==> src/rtl/chacha20_block_ctrl_if.sv <==
// rtl/chacha20_block_ctrl_if.sv - request, datapath-control and keystream handshake bundle
interface chacha20_block_ctrl_if #(
  parameter int BLK_CNT_W = 16
);
  logic                 start;
  logic [BLK_CNT_W-1:0] num_blocks;
  logic [31:0]          ctr_init;
  logic                 abort;
  logic                 state_load;
  logic [31:0]          ctr_out;
  logic                 round_en;
  logic                 round_sel;
  logic                 add_en;
  logic                 ks_valid;
  logic                 ks_ready;
  logic                 busy;
  logic                 done;
  logic                 ctr_overflow;

  // Front end / keystream consumer side
  modport master (
    output start, num_blocks, ctr_init, abort, ks_ready,
    input  state_load, ctr_out, round_en, round_sel, add_en,
    input  ks_valid, busy, done, ctr_overflow
  );

  // Block controller side
  modport slave (
    input  start, num_blocks, ctr_init, abort, ks_ready,
    output state_load, ctr_out, round_en, round_sel, add_en,
    output ks_valid, busy, done, ctr_overflow
  );
endinterface

==> src/rtl/chacha20_block_ctrl.sv <==
// rtl/chacha20_block_ctrl.sv - per-block sequencer for the ChaCha20 keystream datapath
module chacha20_block_ctrl #(
  parameter int NUM_DOUBLE_ROUNDS = 10,
  parameter int BLK_CNT_W         = 16
) (
  input logic                    clk,
  input logic                    reset,
  chacha20_block_ctrl_if.slave   bus
);

  localparam logic [2:0] S_IDLE  = 3'd0;
  localparam logic [2:0] S_LOAD  = 3'd1;
  localparam logic [2:0] S_ROUND = 3'd2;
  localparam logic [2:0] S_ADD   = 3'd3;
  localparam logic [2:0] S_OUT   = 3'd4;

  // Up to 30 half-rounds fit in 5 bits
  localparam logic [4:0] LAST_ROUND = 5'(2 * NUM_DOUBLE_ROUNDS - 1);

  logic [2:0]           state_q,        state_d;
  logic [4:0]           round_idx_q,    round_idx_d;
  logic [4:0]           round_idx_inc;
  logic [BLK_CNT_W-1:0] blocks_left_q,  blocks_left_d;
  logic [31:0]          ctr_q,          ctr_d;
  logic                 ovf_q,          ovf_d;
  logic                 state_load_q,   state_load_d;
  logic                 round_en_q,     round_en_d;
  logic                 round_sel_q,    round_sel_d;
  logic                 add_en_q,       add_en_d;
  logic                 ks_valid_q,     ks_valid_d;
  logic                 busy_q,         busy_d;
  logic                 done_q,         done_d;

  assign round_idx_inc = round_idx_q + 5'd1;

  // Next-state and registered-output decode; outputs describe the state being entered
  always_comb begin
    state_d       = state_q;
    round_idx_d   = round_idx_q;
    blocks_left_d = blocks_left_q;
    ctr_d         = ctr_q;
    ovf_d         = ovf_q;
    state_load_d  = 1'b0;
    round_en_d    = 1'b0;
    round_sel_d   = 1'b0;
    add_en_d      = 1'b0;
    ks_valid_d    = 1'b0;
    done_d        = 1'b0;

    case (state_q)
      S_IDLE: begin
        if (bus.start) begin
          if (bus.num_blocks != '0) begin
            ctr_d         = bus.ctr_init;
            blocks_left_d = bus.num_blocks;
            ovf_d         = 1'b0;
            state_d       = S_LOAD;
            state_load_d  = 1'b1;
          end else begin
            // Empty request completes immediately without touching the datapath
            done_d = 1'b1;
          end
        end
      end

      S_LOAD: begin
        state_d     = S_ROUND;
        round_idx_d = 5'd0;
        round_en_d  = 1'b1;
        round_sel_d = 1'b0;
      end

      S_ROUND: begin
        if (round_idx_q == LAST_ROUND) begin
          state_d     = S_ADD;
          round_idx_d = 5'd0;
          add_en_d    = 1'b1;
        end else begin
          round_idx_d = round_idx_inc;
          round_en_d  = 1'b1;
          round_sel_d = round_idx_inc[0];
        end
      end

      S_ADD: begin
        state_d    = S_OUT;
        ks_valid_d = 1'b1;
      end

      S_OUT: begin
        if (bus.ks_ready) begin
          if (blocks_left_q == BLK_CNT_W'(1)) begin
            done_d        = 1'b1;
            blocks_left_d = '0;
            state_d       = S_IDLE;
          end else if (ctr_q == 32'hFFFF_FFFF) begin
            // Never emit a block with a wrapped counter; end the request with an error
            ovf_d         = 1'b1;
            done_d        = 1'b1;
            blocks_left_d = '0;
            state_d       = S_IDLE;
          end else begin
            blocks_left_d = blocks_left_q - BLK_CNT_W'(1);
            ctr_d         = ctr_q + 32'd1;
            state_d       = S_LOAD;
            state_load_d  = 1'b1;
          end
        end else begin
          ks_valid_d = 1'b1;
        end
      end

      default: begin
        state_d = S_IDLE;
      end
    endcase

    // Abort wins over everything; overflow flag and counter are left as they are
    if (bus.abort) begin
      state_d       = S_IDLE;
      round_idx_d   = 5'd0;
      blocks_left_d = '0;
      state_load_d  = 1'b0;
      round_en_d    = 1'b0;
      round_sel_d   = 1'b0;
      add_en_d      = 1'b0;
      ks_valid_d    = 1'b0;
      done_d        = 1'b0;
    end

    busy_d = (state_d != S_IDLE);
  end

  // State and output registers with synchronous active-high reset
  always_ff @(posedge clk) begin
    if (reset) begin
      state_q       <= S_IDLE;
      round_idx_q   <= 5'd0;
      blocks_left_q <= '0;
      ctr_q         <= 32'd0;
      ovf_q         <= 1'b0;
      state_load_q  <= 1'b0;
      round_en_q    <= 1'b0;
      round_sel_q   <= 1'b0;
      add_en_q      <= 1'b0;
      ks_valid_q    <= 1'b0;
      busy_q        <= 1'b0;
      done_q        <= 1'b0;
    end else begin
      state_q       <= state_d;
      round_idx_q   <= round_idx_d;
      blocks_left_q <= blocks_left_d;
      ctr_q         <= ctr_d;
      ovf_q         <= ovf_d;
      state_load_q  <= state_load_d;
      round_en_q    <= round_en_d;
      round_sel_q   <= round_sel_d;
      add_en_q      <= add_en_d;
      ks_valid_q    <= ks_valid_d;
      busy_q        <= busy_d;
      done_q        <= done_d;
    end
  end

  assign bus.state_load   = state_load_q;
  assign bus.ctr_out      = ctr_q;
  assign bus.round_en     = round_en_q;
  assign bus.round_sel    = round_sel_q;
  assign bus.add_en       = add_en_q;
  assign bus.ks_valid     = ks_valid_q;
  assign bus.busy         = busy_q;
  assign bus.done         = done_q;
  assign bus.ctr_overflow = ovf_q;

endmodule

==> src/flat_wrapper.sv <==
// flat-port wrapper written by rule: the top's interface ports become plain ports
module chacha20_block_ctrl_flat 
#(
  parameter int NUM_DOUBLE_ROUNDS = 10,
  parameter int BLK_CNT_W         = 16
)
  (clk, reset, bus_start, bus_num_blocks, bus_ctr_init, bus_abort, bus_ks_ready, bus_state_load, bus_ctr_out, bus_round_en, bus_round_sel, bus_add_en, bus_ks_valid, bus_busy, bus_done, bus_ctr_overflow);
  chacha20_block_ctrl_if #(.BLK_CNT_W(BLK_CNT_W)) bus_i ();
  input logic clk;
  input logic reset;
  input wire logic [$bits(bus_i.start)-1:0] bus_start;
  input wire logic [$bits(bus_i.num_blocks)-1:0] bus_num_blocks;
  input wire logic [$bits(bus_i.ctr_init)-1:0] bus_ctr_init;
  input wire logic [$bits(bus_i.abort)-1:0] bus_abort;
  input wire logic [$bits(bus_i.ks_ready)-1:0] bus_ks_ready;
  output wire logic [$bits(bus_i.state_load)-1:0] bus_state_load;
  output wire logic [$bits(bus_i.ctr_out)-1:0] bus_ctr_out;
  output wire logic [$bits(bus_i.round_en)-1:0] bus_round_en;
  output wire logic [$bits(bus_i.round_sel)-1:0] bus_round_sel;
  output wire logic [$bits(bus_i.add_en)-1:0] bus_add_en;
  output wire logic [$bits(bus_i.ks_valid)-1:0] bus_ks_valid;
  output wire logic [$bits(bus_i.busy)-1:0] bus_busy;
  output wire logic [$bits(bus_i.done)-1:0] bus_done;
  output wire logic [$bits(bus_i.ctr_overflow)-1:0] bus_ctr_overflow;
  assign bus_i.start = bus_start;
  assign bus_i.num_blocks = bus_num_blocks;
  assign bus_i.ctr_init = bus_ctr_init;
  assign bus_i.abort = bus_abort;
  assign bus_i.ks_ready = bus_ks_ready;
  assign bus_state_load = bus_i.state_load;
  assign bus_ctr_out = bus_i.ctr_out;
  assign bus_round_en = bus_i.round_en;
  assign bus_round_sel = bus_i.round_sel;
  assign bus_add_en = bus_i.add_en;
  assign bus_ks_valid = bus_i.ks_valid;
  assign bus_busy = bus_i.busy;
  assign bus_done = bus_i.done;
  assign bus_ctr_overflow = bus_i.ctr_overflow;
  chacha20_block_ctrl #(.NUM_DOUBLE_ROUNDS(NUM_DOUBLE_ROUNDS), .BLK_CNT_W(BLK_CNT_W)) u_core (.clk(clk), .reset(reset), .bus(bus_i));
endmodule
==> config.mk <==
export PLATFORM = sky130hd
export DESIGN_NAME = chacha20_block_ctrl_flat
export DESIGN_NICKNAME = d
export VERILOG_FILES = /design/src/rtl/chacha20_block_ctrl_if.sv /design/src/rtl/chacha20_block_ctrl.sv /design/src/flat_wrapper.sv
export SDC_FILE = /design/constraint.sdc
export NUM_CORES = 1
export LEC_CHECK = 0
export ABC_CLOCK_PERIOD_IN_PS = 3150
export BUFFER_PORTS_ARGS = -buffer_cell sky130_fd_sc_hd__buf_2
export CORE_AREA = 3 3 92 94
export DETAILED_ROUTE_END_ITERATION = 7
export DIE_AREA = 0 0 95 97
export PLACE_DENSITY = 0.74
export RECOVER_POWER = 100
export SETUP_SLACK_MARGIN = 0.5
export SKIP_LAST_GASP = 1
export SLEW_MARGIN = 20
export SYNTH_ARGS = -nofsm -noshare
export SYNTH_HDL_FRONTEND = slang
export SYNTH_SLANG_ARGS = --single-unit
==> constraint.sdc <==
create_clock -name clk -period 3.15 [get_ports clk]
set_input_delay 0.1575 -clock clk [delete_from_list [all_inputs] [get_ports clk]]
set_output_delay 0.1575 -clock clk [all_outputs]
set_load 0.01 [all_outputs]
Word-level counts from Yosys, hierarchy flattened --
Index checks and enable logic that the tools add are counted.
Word-level totals: bits in registers 64, input port bits 53, output and inout bits 40, logic and storage cells 85
Operators by class: $add $sub $neg 3, eq/ne operators 13, multiplexer cells 45, bitwise gates (word level) 1, reductions and logical operators 11
Operators by type and width (number):
- 32-bit 2-to-1 mux | 5
- 16-bit 2-to-1 mux | 5
- 32-bit one-hot mux with 2 select lines | 1
- 32-bit by 1-bit adder with 32-bit output (second input constant) | 1
- 32-bit equality test (second input constant) | 1
- 16-bit one-hot mux with 2 select lines | 1
- 1-bit 2-to-1 mux | 19
- 3-bit 2-to-1 mux | 6
- 16-bit by 1-bit equality test with 1-bit output (second input constant) | 1
- 16-bit nonzero test | 1
- 16-bit by 1-bit subtractor with 16-bit output (second input constant) | 1
- 3-bit one-hot mux with 5 select lines | 1
- 6-bit AND reduction | 2
- 1-bit one-hot mux with 2 select lines | 5
- 5-bit one-hot mux with 2 select lines | 1
- 2-bit != test (second input constant) | 4
- 3-bit by 2-bit equality test with 1-bit output (second input constant) | 2
- 5-bit by 1-bit adder with 5-bit output (second input constant) | 1
- 5-bit equality test (second input constant) | 1
- 5-bit 2-to-1 mux | 1
- 2-bit by 1-bit != test with 1-bit output (second input constant) | 2
- 4-bit AND reduction | 1
- 2-bit nonzero test | 2
- 4-bit OR reduction | 1
- other kinds (7) | 7

Longest topological paths before layout --
Gate-level depths: netlist (run 1).
word-level depth 7, depth in mapped cells 10, depth with buffers taken out 8

Worst setup path before layout (run 1) --
Ideal clock, no wire load.
path type register to register, from reg u_core.ctr_q[0] (netlist: u_core.bus.ctr_out[0]), to reg u_core.blocks_left_q[15], setup time 79 ps, data arrival time 2292 ps, required time 3071 ps, slack 779 ps, stages on the path, launching flop included 10, path buffers 2, period minus slack after synthesis 2371 ps, path through dfxtp_1 > ha_1 > nand3_1 > nor2_1 > and4_4 > buf_6 > or3_1 > buf_2 > or4_4 > a211oi_2
Between the ends: word-level cells in the longest chain between the ends 5
RTL lines:
- start: declaration | line chacha20_block_ctrl.sv:24 | logic [31:0] ctr_q, ctr_d;
- start signal: assignment | line chacha20_block_ctrl.sv:153 | ctr_q <= ctr_d;
- 32-bit equality test | line chacha20_block_ctrl.sv:96 | end else if (ctr_q == 32'hFFFF_FFFF) begin
- 16-bit 2-to-1 mux | line chacha20_block_ctrl.sv:96
- 16-bit 2-to-1 mux | line chacha20_block_ctrl.sv:92 | if (blocks_left_q == BLK_CNT_W'(1)) begin
- 16-bit 2-to-1 mux | line chacha20_block_ctrl.sv:91 | if (bus.ks_ready) begin
- 16-bit one-hot mux with 2 select lines | line chacha20_block_ctrl.sv:50 | case (state_q)
- end signal: assignment | line chacha20_block_ctrl.sv:152 | blocks_left_q <= blocks_left_d;
- end: declaration | line chacha20_block_ctrl.sv:23 | logic [BLK_CNT_W-1:0] blocks_left_q, blocks_left_d;
Every way passes these cells. The select of a mux whose other input is x is not followed. A chain may end at the register's enable or synchronous reset.

Final worst setup path (run 1) --
from reg u_core.ctr_q[0] (netlist: u_core.bus.ctr_out[0]), to reg u_core.ctr_q[15] (netlist: u_core.bus.ctr_out[15])
Between the ends: word-level cells in the longest chain between the ends 5, elaborated cells between the ends (all ways) 8, those cells by class add/sub: 1; eq/ne: 2; mux: 4; reduce/logical: 1
RTL lines:
- 32-bit by 1-bit adder with 32-bit output | line chacha20_block_ctrl.sv:104 | ctr_d = ctr_q + 32'd1;
- 32-bit 2-to-1 mux | line chacha20_block_ctrl.sv:96
- 32-bit 2-to-1 mux | line chacha20_block_ctrl.sv:92
- 32-bit 2-to-1 mux | line chacha20_block_ctrl.sv:91
- 32-bit one-hot mux with 2 select lines | line chacha20_block_ctrl.sv:50
Parallel ways exist; a longest one is shown, timed or not. The select of a mux whose other input is x is not followed.

==> metrics.md, run 1 <==
| Metric | Value |
|---|---|
| Status | finished clean |
| Nature of the critical path startpoint | flop |
| Worst-path clk slew | 0.08 ns |
| Core footprint | 7730 um^2 |
| M1 GR Usage | 34.3% |
| Number of global-route vias before repair | 3,727 |
| Peak VDD IR | 0.240 mV |
| Vias per inst | 6.14 |
| Largest net degree at the start of global routing | 74 |
| CP Cell Sequence | ha_1 > nand3_1 > nor2_1 > and4_1 > o31ai_1 > clkbuf_1 > a21oi_1 > a211oi_1 |
| Die Ht | 97 um |
| Synth Instances | 503 |
| Top post-synthesis cells by area | dfxtp_1 (33%), a21oi_1 (6.8%), nand2_1 (6.7%) |
| CP max stage delay | 0.57 ns |
| Crit path kind | flop to flop |
| Utilization after layout | 58.6% |
| Normalized max-slew margin | 46.2% |
| Post-detail-place hpwl | 7730 um |
| Syn Nets | 560 |
| R2R setup slack | 0.56 ns |
| Clock Skews | 0.00926 ns |
| Worst Setup End Kind | flop |
| Hold Crit Class | input port to flop |
| H-Tree Depth | 3 |
| I/O pin cnt | 93 |
| Most used routing layer | met2 |
| ANT cells | 0 |
| Syn Std Cell Area | 3830 um^2 |
| First-pass DRT Iterations | 4 |
| Synthesized flop and latch total | 64 |
| Initial antenna violation count | 0 |
| Starting Density | 49.6% |
| TritonCTS clock tree | yes |
| Post-route antenna net violation count | 0 |
| Area delta synth->final | 18.1% |
| First-pass GRT wire length | 17,800 um |
| GR Overflow Total | 0 |
| Ys flop type | dfxtp_1 |
| Post-synth EDFFs | 0 |
| Final #Nets | 642 |
| Drt initial violations | 255 |
| Final period demand of the worst path | 2.59 ns |
| Root Buffer | clkbuf_8 |
| P_leak | 0.00169 uW |
| FMAX | 386 MHz |
| DRC viols | 0 |
| Asr flop ratio synth | 0% |
| Total CTS buffers | 9 |
| Vias | 4,251 |
| # fillers | 729 |
| Final wirelength | 11,200 um |
| GR met2 Demand/Resource | 35.5% |
| Max-Cap Viols | 0 |
| Tot GR Track Use | 23.5% |
| RSZ-0062 raised after global routing | no |
| Post-synth top area cell | dfxtp_1 |
| Final Cycle Share | 82.2% |
| CTS max path bufs | 2 |
| Slew @ Worst Pin | 0.806 ns |
| Synth cell types | 65 |
| M3 GR Usage | 3.42% |
| Clock Sinks | 64 |
| PortBufs | 92 |
| Final TNS setup | 0 ns |
| Mean Syn Cell Area | 7.62 um^2 |
| FP Rows | 32 |
| Ys Warns | 0 |
| Worst-Skew Late Latency | 0.34 ns |
| Seq/Total Area, Yosys | 33.4% |
| Final setup vio count | 0 |
| Share of cells above drive strength 1 | 16.4% |
| RePlAce Congestion | 0.875 |
| Die ar. | 9220 um^2 |
| PD cells | 463 nW/um^2 |
| Slowest-stage cell, CP | o31ai_1 |
| Die width | 95 um |
| Yosys top cell area share | 33.4% |
| DR WL/cell | 16.2 um |
| Power, Total | 2100 uW |
| CP required | 3.41 ns |
| Fin. max-slew vios | 0 |
| CP max FO | 8 |
| Fin. Hold Viols | 0 |
| WP data arrival | 2.85 ns |
[state kept, by name, summed over array words and instances, names as in the netlist, 3 cells and up]
register / flops
u_core.state_q: 3
u_core.round_idx_q: 5
u_core.bus.ctr_out: 32
u_core.blocks_left_q: 16
[power breakdown]
| group | switching [uW] | leakage [uW] | internal [uW] |
|---|---|---|---|
| combinational | 176 | 0.00104 | 119 |
| clock | 332 | 0.000126 | 568 |
| sequential | 54.1 | 0.000524 | 848 |
| total | 562 | 0.00169 | 1540 |
[cells in the mapped netlist, types with 3 or more instances]
master and instances:
a211oi_1 6, a21oi_1 52, a22o_1 3, a22oi_1 7, a31oi_1 9, a32o_1 4, a32oi_1 3, and2_1 3
and3_1 6, buf_2 7, buf_4 3, buf_6 3, clkbuf_1 18, dfxtp_1 64, ha_1 4, inv_1 9
nand2_1 68, nand2b_1 8, nand3_1 16, nand4_1 7, nor2_1 42, nor3_1 21, nor3b_1 3, nor4_1 10
o21a_1 3, o21ai_0 33, o22ai_1 8, o31a_1 3, o31ai_1 9, o32ai_1 8, o41ai_1 8, or2_2 3
or3_1 9
[cell families after synthesis]
family | count (synthesis) | share of synthesized area (%)
and+or+nand+nor | 218 | 29.6
AOI/OAI and AO/OA | 170 | 28.9
DFF | 64 | 33.4
buffers and inverters | 44 | 5.94
adders and majority gates | 4 | 1.31
muxes | 2 | 0.522
xor gates and xnor gates | 1 | 0.229
[metal layers]
layer	up-vias	part of all wire, %	routed length [um]
li1	2061	-	-
met5	-	0	0
met1	2016	47	5220
met4	0	0.93	104
met3	12	6.8	763
met2	162	46	5120
[per-stage QoR]
| step | hold WS (ns) | setup slack, ns | instance area (um^2) | cells |
|---|---|---|---|---|
| final | 0.0859 | 0.560 | 4530 | 692 |
| after global routing | 0.0957 | 0.312 | 4530 | 692 |
| after CTS | 0.0817 | 0.656 | 4580 | 689 |
| after detailed placement | 0.438 | 0.698 | 4330 | 673 |
| after global placement | 0.421 | 0.766 | 4330 | 673 |
| after floorplan | 0.294 | 0.779 | 3830 | 503 |
[final cells by class]
class | count | area [um^2] | area share [%]
timing repair buffer | 106 | 498 | 11.0
clock inverter | 5 | 103 | 2.27
multi-input combinational | 395 | 2330 | 51.5
inverter | 9 | 33.8 | 0.746
tap | 102 | 128 | 2.82
clock buffer | 11 | 151 | 3.35
sequential | 64 | 1280 | 28.3
[worst paths after layout]
kind / cells past startpoint / startpoint / to
max reg2reg: 8 / u_core.bus.ctr_out[0]$_SDFFE_PP0P_ / u_core.bus.ctr_out[15]$_SDFFE_PP0P_
min: 3 / bus_num_blocks[2] / u_core.blocks_left_q[2]$_SDFFE_PP0P_
min reg2reg: 1 / u_core.blocks_left_q[14]$_SDFFE_PP0P_ / u_core.blocks_left_q[14]$_SDFFE_PP0P_
max: 8 / u_core.bus.ctr_out[0]$_SDFFE_PP0P_ / u_core.bus.ctr_out[15]$_SDFFE_PP0P_
[cells in the final DEF, fill, tap and decap left out, drive strengths merged, types with 8 or more instances in the layout]
master   n
nand2   68
dfxtp   64
buf     61
clkbuf  56
a21oi   52
nor2    43
o21ai   33
nor3    22
nand3   16
nor4    11
inv      9
or3      9
a31oi    9
o31ai    9
o41ai    8
o22ai    8
nand2b   8
o32ai    8
nand4    8
[critical path: cells and delay by family, from the launching register on]
kind | cells | cell delay, ns
buf+inv | 1 | 0.40
fa+ha+maj | 1 | 0.25
compound gates | 3 | 0.89
flops | 1 | 0.36
simple gates | 3 | 0.61
[repair_timing]
item	in CTS	in global routing
hold buffers	0	0
setup endpoints to repair	0	4
setup buffers	0	3
gates resized for setup	0	1
Power figures use the tool's default switching activity.
==> run 2: changes to the inputs <==
--- a/config.mk
+++ b/config.mk
@@ -5,12 +5,13 @@
 export SDC_FILE = /design/constraint.sdc
 export NUM_CORES = 1
 export LEC_CHECK = 0
-export ABC_CLOCK_PERIOD_IN_PS = 3150
+export ABC_AREA = 1
+export ABC_CLOCK_PERIOD_IN_PS = 2500
 export BUFFER_PORTS_ARGS = -buffer_cell sky130_fd_sc_hd__buf_2
-export CORE_AREA = 3 3 92 94
+export CORE_AREA = 3 3 98 100
 export DETAILED_ROUTE_END_ITERATION = 7
-export DIE_AREA = 0 0 95 97
-export PLACE_DENSITY = 0.74
+export DIE_AREA = 0 0 101 103
+export PLACE_DENSITY = 0.73
 export RECOVER_POWER = 100
 export SETUP_SLACK_MARGIN = 0.5
 export SKIP_LAST_GASP = 1
==> constraint.sdc (replaced) <==
create_clock -name clk -period 2.5 [get_ports clk]
set_input_delay 0.125 -clock clk [delete_from_list [all_inputs] [get_ports clk]]
set_output_delay 0.125 -clock clk [all_outputs]
set_load 0.01 [all_outputs]
==> run 2 against run 1 <==
Net effect: worst setup slack worse by 0.20 ns; non-clock buffer count is 4 higher; clock power is 12% higher; largest power group unchanged; synthesized area is 15% higher.
==> metrics.md, run 2 <==
| Metric | Value |
|---|---|
| Status | finished clean (unchanged) |
| CP delay by family, top | simple AND/OR/NAND/NOR gates (was compound AO/OA/AOI/OAI gates) |
| Asr flop ratio synth | 0% (unchanged) |
| Clock Skews | 0.00973 ns (was 0.00926 ns) |
| Most frequent cells in the layout | nand2_1 (206), nor2_1 (147), nand3_1 (79), dfxtp_1 (64), inv_1 (62) (was nand2_1 (67), dfxtp_1 (64), a21oi_1 (52), buf_2 (52), clkbuf_1 (44)) |
| Mean Syn Cell Area | 5.98 um^2 (was 7.62 um^2) |
| Placed instance count | 919 (was 673) |
| DR WL/cell | 14.1 um (was 16.2 um) |
| Post-synth EDFFs | 0 (unchanged) |
| Die Ht | 103 um (was 97 um) |
| Post-synth top area cell | dfxtp_1 (unchanged) |
| CP max stage delay | 0.38 ns (was 0.57 ns) |
| Post-detail-place hpwl | 9360 um (was 7730 um) |
| Ys Warns | 0 (unchanged) |
| Final Cycle Share | 85.7% (was 82.2%) |
| Starting Density | 50.2% (was 49.6%) |
| PD cells | 504 nW/um^2 (was 463 nW/um^2) |
| Root Buffer | clkbuf_8 (unchanged) |
| CP required | 2.74 ns (was 3.41 ns) |
| Peak VDD IR | 0.477 mV (was 0.240 mV) |
| Normalized max-slew margin | 29.8% (was 46.2%) |
| Hold Crit Class | input port to flop (unchanged) |
| Final #Nets | 899 (was 642) |
| Synth cell types | 37 (was 65) |
| Core footprint | 8760 um^2 (was 7730 um^2) |
| RePlAce Congestion | 0.937 (was 0.875) |
| Worst Setup End Kind | flop (unchanged) |
| CTS max path bufs | 2 (unchanged) |
| Die width | 101 um (was 95 um) |
| Crit path kind | flop to flop (unchanged) |
| GR met2 Demand/Resource | 42.6% (was 35.5%) |
| Ys flop type | dfxtp_1 (unchanged) |
| PortBufs | 92 (unchanged) |
| Tot GR Track Use | 24.2% (was 23.5%) |
| CP max FO | 9 (was 8) |
| Clock Sinks | 64 (unchanged) |
| H-Tree Depth | 3 (unchanged) |
| DRC viols | 0 (unchanged) |
| Die ar. | 10,400 um^2 (was 9220 um^2) |
| Seq/Total Area, Yosys | 29.1% (was 33.4%) |
| Final period demand of the worst path | 2.14 ns (was 2.59 ns) |
| FMAX | 467 MHz (was 386 MHz) |
| Final non-filler cell total | 954 (was 692) |
| I/O pin cnt | 93 (unchanged) |
| Final wirelength | 13,500 um (was 11,200 um) |
| Share of cells above drive strength 1 | 14.9% (was 16.4%) |
| Synthesized flop and latch total | 64 (unchanged) |
| First-pass GRT wire length | 20,300 um (was 17,800 um) |
| CP Cell Sequence | ha_1 > nand2_2 > nor2_4 > nand3_4 > nor2_8 > nand2_4 > nand3_4 > buf_6 > nand2_1 > nor2_1 > nor2_1 (was ha_1 > nand3_1 > nor2_1 > and4_1 > o31ai_1 > clkbuf_1 > a21oi_1 > a211oi_1) |
| Most used routing layer | met2 (unchanged) |
| Total CTS buffers | 9 (unchanged) |
| Worst-Skew Late Latency | 0.35 ns (was 0.34 ns) |
| M3 GR Usage | 4.60% (was 3.42%) |
| Vias | 5,067 (was 4,251) |
| Most common cell in the synthesized netlist | nand2_1 (unchanged) |
| M1 GR Usage | 30.4% (was 34.3%) |
| Fin. max-slew vios | 0 (unchanged) |
| Yosys top cell area share | 29.1% (was 33.4%) |
| Syn Std Cell Area | 4400 um^2 (was 3830 um^2) |
| Final TNS setup | 0 ns (unchanged) |
| Number of global-route vias before repair | 4,430 (was 3,727) |
| Area delta synth->final | 19.7% (was 18.1%) |
| Max reg flops | 32 (unchanged) |
| Top post-synthesis cells by area | dfxtp_1 (29%), nand2_1 (18%), nor2_1 (13%) (was dfxtp_1 (33%), a21oi_1 (6.8%), nand2_1 (6.7%)) |
| Largest net degree at the start of global routing | 44 (was 74) |
| Bufs and invs on worst path | 1 (unchanged) |
| ANT cells | 0 (unchanged) |
| Slew @ Worst Pin | 1.05 ns (was 0.806 ns) |
| P_leak | 0.00240 uW (was 0.00169 uW) |
| Initial antenna violation count | 0 (unchanged) |
| Nature of the critical path startpoint | flop (unchanged) |
| Fin. Hold Viols | 0 (unchanged) |
| FP Rows | 34 (was 32) |
| Final setup vio count | 0 (unchanged) |
| RSZ-0062 raised after global routing | no (unchanged) |
| Slowest-stage cell, CP | dfxtp_1 (was o31ai_1) |
| Synth Instances | 736 (was 503) |
| WP data arrival | 2.39 ns (was 2.85 ns) |
| TritonCTS clock tree | yes (unchanged) |
| Most common cell after layout, fill and taps aside | nand2_1 (unchanged) |
| First-pass DRT Iterations | 5 (was 4) |
| Worst-path clk slew | 0.07 ns (was 0.08 ns) |
| GR Overflow Total | 0 (unchanged) |
| Vias per inst | 5.31 (was 6.14) |
| Syn Nets | 793 (was 560) |
| Max-Cap Viols | 0 (unchanged) |
| Post-route antenna net violation count | 0 (unchanged) |
| Drt initial violations | 345 (was 255) |
| Post-synth top cells | nand2_1 (208), nor2_1 (148), nand3_1 (77), dfxtp_1 (64), inv_1 (64) (was nand2_1 (68), dfxtp_1 (64), a21oi_1 (52), nor2_1 (42), o21ai_0 (33)) |
run 2: cell types whose count changed after synthesis, moves of 9 or more:
cell / previous run / this run
or3_1: 9 / 0
clkbuf_1: 18 / 8
nand3_1: 16 / 77
inv_1: 9 / 64
nor4_1: 10 / 0
xor2_1: 1 / 13
o21ai_0: 33 / 17
nand2_1: 68 / 208
a31oi_1: 9 / 0
nor2_1: 42 / 148
nor3_1: 21 / 5
o31ai_1: 9 / 0
o21ai_1: 0 / 22
run 2: worst min-delay path: stages:
cell and delay, ns:
buf_2 0.08, mux2i_1 0.05, a21oi_1 0.11
run 2: layer usage:
layer  wire length (um)  up-vias  share of wire [%]
met5                  0        -                  0
met4                246        0                1.8
met3               1110       22                8.2
met2               6510      214                 48
met1               5600     2275                 42
li1                   -     2556                  -
run 2: where the power goes:
group | switching [uW] | total, uW | leakage [uW] | internal [uW]
Sequential | 79.2 | 1160 | 0.000525 | 1080
Clock | 404 | 1010 | 0.000112 | 609
Combinational | 299 | 484 | 0.00176 | 185
Total | 782 | 2650 | 0.00240 | 1870
run 2: through the flow:
step	hold WS (ns)	setup WS [ns]	total power (uW)	cell area, um^2	util, %
6_report	0.0562	0.358	2650	5270	60.1
5_1_grt	0.0640	0.258	2780	5270	60.1
4_1_cts	0.0532	0.513	2650	5170	59.0
3_5_place_dp	0.336	0.367	1630	4890	55.8
3_3_place_gp	0.331	0.435	1620	4890	55.8
2_1_floorplan	0.194	0.741	1480	4400	-
run 2: logic make-up (layout without fill, tap and decap cells):
kind of cell	count (synthesis)	in the layout	synth area share, %
buf+inv	89	194	9.10
mux	2	2	0.455
flops	64	64	29.1
compound gates	90	90	10.6
fa+ha+maj	4	4	1.14
simple gates	473	478	46.8
xor+xnor	14	14	2.79
run 2: worst paths after layout:
path / from / slack, ns / depth (start not counted) / end
max: u_core.bus.ctr_out[0]$_SDFFE_PP0P_ / 0.36 / 11 / u_core.bus.ctr_out[12]$_SDFFE_PP0P_
min: bus_ctr_init[24] / 0.06 / 3 / u_core.bus.ctr_out[24]$_SDFFE_PP0P_
max reg2reg: u_core.bus.ctr_out[0]$_SDFFE_PP0P_ / 0.36 / 11 / u_core.bus.ctr_out[12]$_SDFFE_PP0P_
min reg2reg: u_core.round_idx_q[3]$_SDFFE_PP0P_ / 0.48 / 2 / u_core.round_idx_q[3]$_SDFFE_PP0P_
run 2: repair_timing:
action | CTS | global route
setup buffers | 2 | 10
setup endpoints to repair | 41 | 45
pin swaps | 1 | 7
cloned | 1 | 6
hold buffers | 1 | 0
hold endpoints to repair | 1 | 0
gates resized for setup | 4 | 16
run 2: final cells by class:
type	count	area, um^2
Timing Repair inverter	2	13.8
Clock buffer	12	155
Inverter	67	253
Multi-Input combinational cell	588	2800
Sequential cell	64	1280
Clock inverter	3	65.1
Timing Repair Buffer	110	566
Tap cell	108	135
Fill cell	901	3500
==> run 3: changes to the inputs <==
--- a/config.mk
+++ b/config.mk
@@ -7,12 +7,13 @@
 export LEC_CHECK = 0
 export ABC_AREA = 1
 export ABC_CLOCK_PERIOD_IN_PS = 2500
-export BUFFER_PORTS_ARGS = -buffer_cell sky130_fd_sc_hd__buf_2
+export BUFFER_PORTS_ARGS = -buffer_cell sky130_fd_sc_hd__clkbuf_2
 export CORE_AREA = 3 3 98 100
 export DETAILED_ROUTE_END_ITERATION = 7
 export DIE_AREA = 0 0 101 103
 export PLACE_DENSITY = 0.73
 export RECOVER_POWER = 100
+export REMOVE_ABC_BUFFERS = 1
 export SETUP_SLACK_MARGIN = 0.5
 export SKIP_LAST_GASP = 1
 export SLEW_MARGIN = 20
==> run 3 against run 2 <==
Net effect: count of clock-buffer cells in the layout did not move; cell area decreased by 0.67%; final cell count is 0.63% lower; via count shrank 2.0%; routed wire length fell by 3.7%; fmax increased by 2.6%; critical endpoint is now u_core.bus.ctr_out[21]$_SDFFE_PP0P_.
==> metrics.md, run 3 (same netlist as run 2, synthesis figures left out) <==
| Metric | Value |
|---|---|
| Status | finished clean (unchanged) |
| Root Buffer | clkbuf_8 (unchanged) |
| Hold Crit Class | input port to flop (unchanged) |
| Post-DP Area | 4880 um^2 (was 4890 um^2) |
| Peak VDD IR | 0.294 mV (was 0.477 mV) |
| Area delta synth->final | 18.9% (was 19.7%) |
| Final period demand of the worst path | 2.09 ns (was 2.14 ns) |
| Normalized max-slew margin | 34.4% (was 29.8%) |
| FMAX | 479 MHz (was 467 MHz) |
| Initial antenna violation count | 0 (unchanged) |
| Worst-Skew Late Latency | 0.36 ns (was 0.35 ns) |
| Share of cells above drive strength 1 | 14.4% (was 14.9%) |
| Max-Cap Viols | 0 (unchanged) |
| Area of the multi-input gates | 2790 um^2 (was 2800 um^2) |
| Vias per inst | 5.24 (was 5.31) |
| Largest net degree at the start of global routing | 49 (was 44) |
| GR Overflow Total | 0 (unchanged) |
| Final #Nets | 892 (was 899) |
| R2r startpoint | u_core.bus.ctr_out[0]$_SDFFE_PP0P_ (unchanged) |
| Hold path start | bus_num_blocks[10] (was bus_ctr_init[24]) |
| Die width | 101 um (unchanged) |
| P_leak | 0.00239 uW (was 0.00240 uW) |
| RePlAce Congestion | 0.948 (was 0.937) |
| TritonCTS clock tree | yes (unchanged) |
| Max reg flops | 32 (unchanged) |
| Fin. max-slew vios | 0 (unchanged) |
| Total CTS buffers | 9 (unchanged) |
| PortBufs | 92 (unchanged) |
| Final wirelength | 13,000 um (was 13,500 um) |
| ANT cells | 0 (unchanged) |
| DR WL/cell | 13.7 um (was 14.1 um) |
| Most frequent cells in the layout | nand2_1 (207), nor2_1 (148), nand3_1 (79), dfxtp_1 (64), inv_1 (62) (was nand2_1 (206), nor2_1 (147), nand3_1 (79), dfxtp_1 (64), inv_1 (62)) |
| Post-detail-place hpwl | 9040 um (was 9360 um) |
| Post-route antenna net violation count | 0 (unchanged) |
| Most common cell after layout, fill and taps aside | nand2_1 (unchanged) |
| Final setup vio count | 0 (unchanged) |
| I/O pin cnt | 93 (unchanged) |
| Clock Skews | 0.0134 ns (was 0.00973 ns) |
| First-pass GRT wire length | 20,700 um (was 20,300 um) |
| Placed instance count | 918 (was 919) |
| FF/Latch Area | 1280 um^2 (unchanged) |
| FP Rows | 34 (unchanged) |
| First-pass DRT Iterations | 6 (was 5) |
| R2R setup slack | 0.41 ns (was 0.36 ns) |
| Fin. Hold Viols | 0 (unchanged) |
| DRC viols | 0 (unchanged) |
| H-Tree Depth | 3 (unchanged) |
| Worst-path clk slew | 0.08 ns (was 0.07 ns) |
| CTS max path bufs | 2 (unchanged) |
| WP data arrival | 2.34 ns (was 2.39 ns) |
| Tot GR Track Use | 24.9% (was 24.2%) |
| Nature of the critical path startpoint | flop (unchanged) |
| Final TNS setup | 0 ns (unchanged) |
| Final Cycle Share | 83.5% (was 85.7%) |
| CP max FO | 8 (was 9) |
| CP required | 2.75 ns (was 2.74 ns) |
| Hold EP | u_core.blocks_left_q[10]$_SDFFE_PP0P_ (was u_core.bus.ctr_out[24]$_SDFFE_PP0P_) |
| Crit path kind | flop to flop (unchanged) |
| # fillers | 886 (was 901) |
| Slew @ Worst Pin | 0.983 ns (was 1.05 ns) |
| Drt initial violations | 301 (was 345) |
| Design area | 5230 um^2 (was 5270 um^2) |
| Path depth of the worst reg2reg path | 10 (was 11) |
| Core footprint | 8760 um^2 (unchanged) |
| Vias | 4,967 (was 5,067) |
| Reg2reg end | u_core.bus.ctr_out[21]$_SDFFE_PP0P_ (was u_core.bus.ctr_out[12]$_SDFFE_PP0P_) |
| RSZ-0062 raised after global routing | yes (was no) |
| Starting Density | 50.2% (unchanged) |
| Die Ht | 103 um (unchanged) |
| Worst Setup End Kind | flop (unchanged) |
| PD cells | 515 nW/um^2 (was 504 nW/um^2) |
| Clock Sinks | 64 (unchanged) |
| Number of global-route vias before repair | 4,517 (was 4,430) |
| Hold Path Depth | 3 (unchanged) |
| Final non-filler cell total | 948 (was 954) |
| Die ar. | 10,400 um^2 (unchanged) |
| Hold WS | 0.0650 ns (was 0.0562 ns) |
[run 3: layer usage]
| layer | wire (um) | vias to the layer above | part of all wire [%] | track usage [%] |
|---|---|---|---|---|
| met3 | 998 | 36 | 7.7 | 4.47 |
| met5 | 0 | - | 0 | 0 |
| met2 | 6120 | 194 | 47 | 41.3 |
| met4 | 359 | 0 | 2.8 | 10.6 |
| li1 | - | 2544 | - | - |
| met1 | 5480 | 2193 | 42 | 31.9 |
[run 3: report_power, final]
group          internal, uW  leakage [uW]  switching, uW  total [uW]
combinational           186       0.00175            288         474
sequential             1080      0.000525           82.8        1160
clock                   618      0.000113            442        1060
total                  1880       0.00239            812        2690
[run 3: timing repair]
action	4_1_cts	5_1_grt
pin swaps	1	8
hold buffers	1	0
endpoints found under the setup margin	30	46
hold endpoints to repair	1	0
resized for setup	2	21
gates cloned	1	3
setup buffers	3	6
[run 3: worst max path at each step]
stage                     slack [ns]                          startpoint                               endpoint
after detailed placement        0.43  u_core.bus.ctr_out[0]$_SDFFE_PP0P_    u_core.bus.ctr_out[17]$_SDFFE_PP0P_
after global routing            0.28  u_core.bus.ctr_out[0]$_SDFFE_PP0P_   u_core.blocks_left_q[2]$_SDFFE_PP0P_
after CTS                       0.51  u_core.bus.ctr_out[0]$_SDFFE_PP0P_   u_core.blocks_left_q[5]$_SDFFE_PP0P_
after global placement          0.46                   bus_num_blocks[9]  u_core.blocks_left_q[12]$_SDFFE_PP0P_
final                           0.41  u_core.bus.ctr_out[0]$_SDFFE_PP0P_    u_core.bus.ctr_out[21]$_SDFFE_PP0P_
after floorplan                 0.20        u_core.state_q[1]$_SDFF_PP0_  u_core.blocks_left_q[11]$_SDFFE_PP0P_
[run 3: worst max-delay path, cell delays in order, from the launching register on]
cell	delay [ns]
dfxtp_1	0.42
ha_4	0.17
nand2_2	0.07
nor2_4	0.18
nand3_4	0.15
nor2_8	0.17
nand2_4	0.07
nand3_4	0.20
nand2_1	0.24
o21ai_0	0.22
nor2_1	0.06
[run 3: cell type report]
type	count	share of cell area [%]
clock buffer	12	2.97
clock inverter	4	1.46
inverter	67	5.05
multi-input combinational	587	53.3
sequential	64	24.5
tap	108	2.58
timing repair buffer	106	10.1
[run 3: metrics by stage]
stage	worst slack (ns)	utilization [%]	total power (uW)
6_report	0.413	59.7	2690
3_5_place_dp	0.427	55.7	1630
4_1_cts	0.507	59.0	2700
5_1_grt	0.281	59.7	2840
2_1_floorplan	0.203	-	1460
3_3_place_gp	0.464	55.7	1620
